$ cat config.mk
export PLATFORM = sky130hd
export DESIGN_NAME = ls139_dual_decoder
export DESIGN_NICKNAME = d
export VERILOG_FILES = /design/src/rtl/ls139_pkg.sv /design/src/rtl/ls139_section.sv /design/src/rtl/ls139_dual_decoder.sv
export SDC_FILE = /design/constraint.sdc
export NUM_CORES = 1
export LEC_CHECK = 0
export ABC_AREA = 1
export BUFFER_PORTS_ARGS = -buffer_cell sky130_fd_sc_hd__buf_2
export CAP_MARGIN = 25
export CORE_AREA = 2 2 39 41
export DETAILED_ROUTE_END_ITERATION = 8
export DIE_AREA = 0 0 41 43
export GPL_TIMING_DRIVEN = 0
export HOLD_SLACK_MARGIN = 0.1
export PLACE_DENSITY = 0.5
export SLEW_MARGIN = 40
export SYNTH_ARGS = -nofsm -noshare
export SYNTH_HDL_FRONTEND = slang
export SYNTH_SLANG_ARGS = --single-unit
$ cat constraint.sdc
create_clock -name clk -period 0.8 [get_ports clk]
set_input_delay 0.12 -clock clk [delete_from_list [all_inputs] [get_ports clk]]
set_output_delay 0.12 -clock clk [all_outputs]
set_load 0.05 [all_outputs]
$ cat src/rtl/ls139_pkg.sv
// Shared constants and the 2-to-4 active-low decode function for the LS139 dual decoder.
package ls139_pkg;

  localparam logic [3:0] DEC_IDLE = 4'b1111;

  // Active-low one-hot of {b,a}; all high when the section is disabled.
  function automatic logic [3:0] decode2to4_n(input logic g_n, input logic b, input logic a);
    logic [3:0] y;
    y = DEC_IDLE;
    if (!g_n) begin
      y[{b, a}] = 1'b0;
    end
    return y;
  endfunction

endpackage

$ cat src/rtl/ls139_section.sv
// One enable-gated 2-to-4 decoder section with an optional output register (REG_OUT).
module ls139_section
  import ls139_pkg::*;
#(
  parameter bit REG_OUT = 1'b1
) (
  input  logic       clk,
  input  logic       rst_n,
  input  logic       g_n,
  input  logic       b,
  input  logic       a,
  output logic [3:0] y_n
);

  logic [3:0] dec_n;

  assign dec_n = decode2to4_n(g_n, b, a);

  generate
    if (REG_OUT) begin : g_reg
      logic [3:0] y_q;

      always_ff @(posedge clk) begin
        if (!rst_n) begin
          y_q <= DEC_IDLE;
        end else begin
          y_q <= dec_n;
        end
      end

      assign y_n = y_q;
    end else begin : g_comb
      // Unregistered path is still held deasserted for as long as reset is low.
      assign y_n = rst_n ? dec_n : DEC_IDLE;
    end
  endgenerate

endmodule

$ cat src/rtl/ls139_dual_decoder.sv
// Dual independent 2-to-4 decoder (SN74LS139 equivalent) with registered outputs.
// Define LS139_ACTIVE_HIGH_MIRROR_EN to add active-high one-hot mirror vectors y1_vec/y2_vec.
module ls139_dual_decoder
  import ls139_pkg::*;
#(
  parameter bit REG_OUT = 1'b1
) (
  input  logic       clk,
  input  logic       rst_n,
  input  logic       g1_n,
  input  logic       a1,
  input  logic       b1,
  output logic       y1_0_n,
  output logic       y1_1_n,
  output logic       y1_2_n,
  output logic       y1_3_n,
  input  logic       g2_n,
  input  logic       a2,
  input  logic       b2,
  output logic       y2_0_n,
  output logic       y2_1_n,
  output logic       y2_2_n,
  output logic       y2_3_n
`ifdef LS139_ACTIVE_HIGH_MIRROR_EN
  ,
  output logic [3:0] y1_vec,
  output logic [3:0] y2_vec
`endif
);

  logic [3:0] sec1_n;
  logic [3:0] sec2_n;

  ls139_section #(.REG_OUT(REG_OUT)) u_sec1 (
    .clk   (clk),
    .rst_n (rst_n),
    .g_n   (g1_n),
    .b     (b1),
    .a     (a1),
    .y_n   (sec1_n)
  );

  ls139_section #(.REG_OUT(REG_OUT)) u_sec2 (
    .clk   (clk),
    .rst_n (rst_n),
    .g_n   (g2_n),
    .b     (b2),
    .a     (a2),
    .y_n   (sec2_n)
  );

  assign {y1_3_n, y1_2_n, y1_1_n, y1_0_n} = sec1_n;
  assign {y2_3_n, y2_2_n, y2_1_n, y2_0_n} = sec2_n;

`ifdef LS139_ACTIVE_HIGH_MIRROR_EN
  // Mirrors derive from the section outputs so timing and reset value track exactly.
  assign y1_vec = ~sec1_n;
  assign y2_vec = ~sec2_n;
`endif

endmodule

==> results.ini <==
[outcome]
status=finished with violations
violations=negative setup slack

[layout]
fin_nets=61
drive_above_1_share_pct=54.9
fillers=148
area_delta_synth_final_pct=78.7
diodes=0
final_common_cell=nand2_1
layout_common_cells=10 x nand2_1, 8 x dfxtp_2, 7 x inv_1, 7 x buf_2, 7 x buf_8
finalNonFillerCells=67

[floorplanning]
die_w_um=41
initial_utilization_pct=18.7
core_area_um2=1380
chipHeight_um=43
dieArea_um2=1760
core.rowCount=14
ioPinCount=16

[drt]
drc=0
drtPass1Iterations=1
ant_nets=0
wirelength_um=440
first_iter_violations=0
vias=230
drt-vias-per-instance=3.43
avgRoutedWirePerCell_um=6.57

[cts]
cts_tree=yes
cts_buffers=3
postCtsSetupBuffers=0
htreeDepth=1
cts-root-buf=clkbuf_4
clkSlewWorstSetupHoldPaths_ns=0.05
clock_path_buffers=2
clock-sinks=8

[critical_path]
cp_num_buf_inv=1
crit_family=flip-flops
crit_type=reg -> out
critPathMaxFanout=1
crit_chain=buf_8
arrival_ns=0.71
cp_slowest_cell=dfxtp_2
critPathLaunchType=register
endpoint_kind=primary output
crit_required_ns=0.68
slowest_delay_ns=0.33

[sta]
rsz0062_at_grt=true
tightest_slew_ns=0.149
holdWs_ns=0.0802
fin_ws_ns=-0.0267
final-hold-violation-count=0
finalSetupTns_ns=-0.191
setup_viol=8
min_period_over_period_pct=103
drv_slew=0
max_slew_margin_pct=90.1
max_freq_ghz=1.21
period_needed_ns=0.827

[power]
powerDensity_nw_per_um2=1780
ir_drop_mv=0.415
p_leak_nw=0.230

[logic_synthesis]
yosysWarnings=0
ys_top_cells_by_area=dfxtp_1 62%, nand2_1 14%, inv_1 10%, nor2_1 8.7%, nor2_2 4.8%
synth.top_cell.area_share_pct=61.8
synthCells=33
ys_seq_area_share_pct=61.8
synth_seq_cells=8
syn_nets=41
netlist_area_um2=259
synth_top_cell_by_area=dfxtp_1
synth_cell_types=5
synth_area_per_cell_um2=7.85

[worst_hold_path]
hold_class=in -> reg

[grt]
grt_max_degree=5
grt_pass1_vias=185
grt_usage_pct=6.54
grt-ovfl-total=0
grt_pass1_wl_um=676
antenna_found_initial=0

[place]
dpl.cell_count=64
gp_congestion=0.644
io_buffers=15

[run]
max_cap_violations=0

[cell usage after synthesis]
| cell type | n |
|---|---|
| nand2_1 | 10 |
| inv_1 | 7 |
| nor2_1 | 6 |
| nor2_2 | 2 |
| dfxtp_1 | 8 |
[kinds of logic after synthesis]
kind of cell  after synthesis  share of synthesized area (%)
flops                       8                           61.8
buf+inv                     7                           10.1
simple gates               18                           28.0
[path summary, 6_finish.rpt]
kind | from | cells after the start | end
worst max-delay path | u_sec2.y_n[3] | 1 | y2_3_n
worst min-delay path | g2_n | 3 | u_sec2.y_n[2]
[power by group]
group          total (mW)  internal (mW)  switching [mW]  leakage, nW
sequential          0.418          0.412         0.00606       0.0619
combinational       0.122         0.0505          0.0712        0.154
clock               0.285          0.170           0.115       0.0138
[through the flow]
step | area [um^2] | utilization, % | setup slack, ns | power [mW]
floorplan | 259 | - | 0.0927 | 0.485
global placement | 354 | 25.6 | 0.142 | 0.521
detailed placement | 354 | 25.6 | 0.142 | 0.523
CTS | 440 | 31.8 | -0.0404 | 0.834
global route | 463 | 33.5 | -0.0565 | 0.871
finish | 463 | 33.5 | -0.0267 | 0.825
[layout make-up]
cell class | instances | area (um^2) | share of cell area (%)
Clock buffer | 3 | 22.5 | 4.86
Sequential cell | 8 | 170 | 36.8
Timing Repair Buffer | 15 | 151 | 32.7
Multi-Input combinational cell | 18 | 72.6 | 15.7
Tap cell | 16 | 20.0 | 4.32
Inverter | 7 | 26.3 | 5.68
[per-layer routing]
metal	global-route usage [%]	up-vias	part of all wire, %
met4	14.0	0	4.3
met2	7.19	10	47
met3	0.524	2	7.3
met5	0	-	0
li1	-	129	-
met1	6.47	89	41
[sequential cells by signal (all words and copies together), names as in the netlist]
signal      cells
u_sec1.y_n      4
u_sec2.y_n      4
[repair_timing]
item                       in CTS  in global routing
cloned                          0                  0
setup endpoints to repair       8                  8
resized for setup              25                  6
hold endpoints to repair        8                  8
Power figures use the tool's default switching activity.
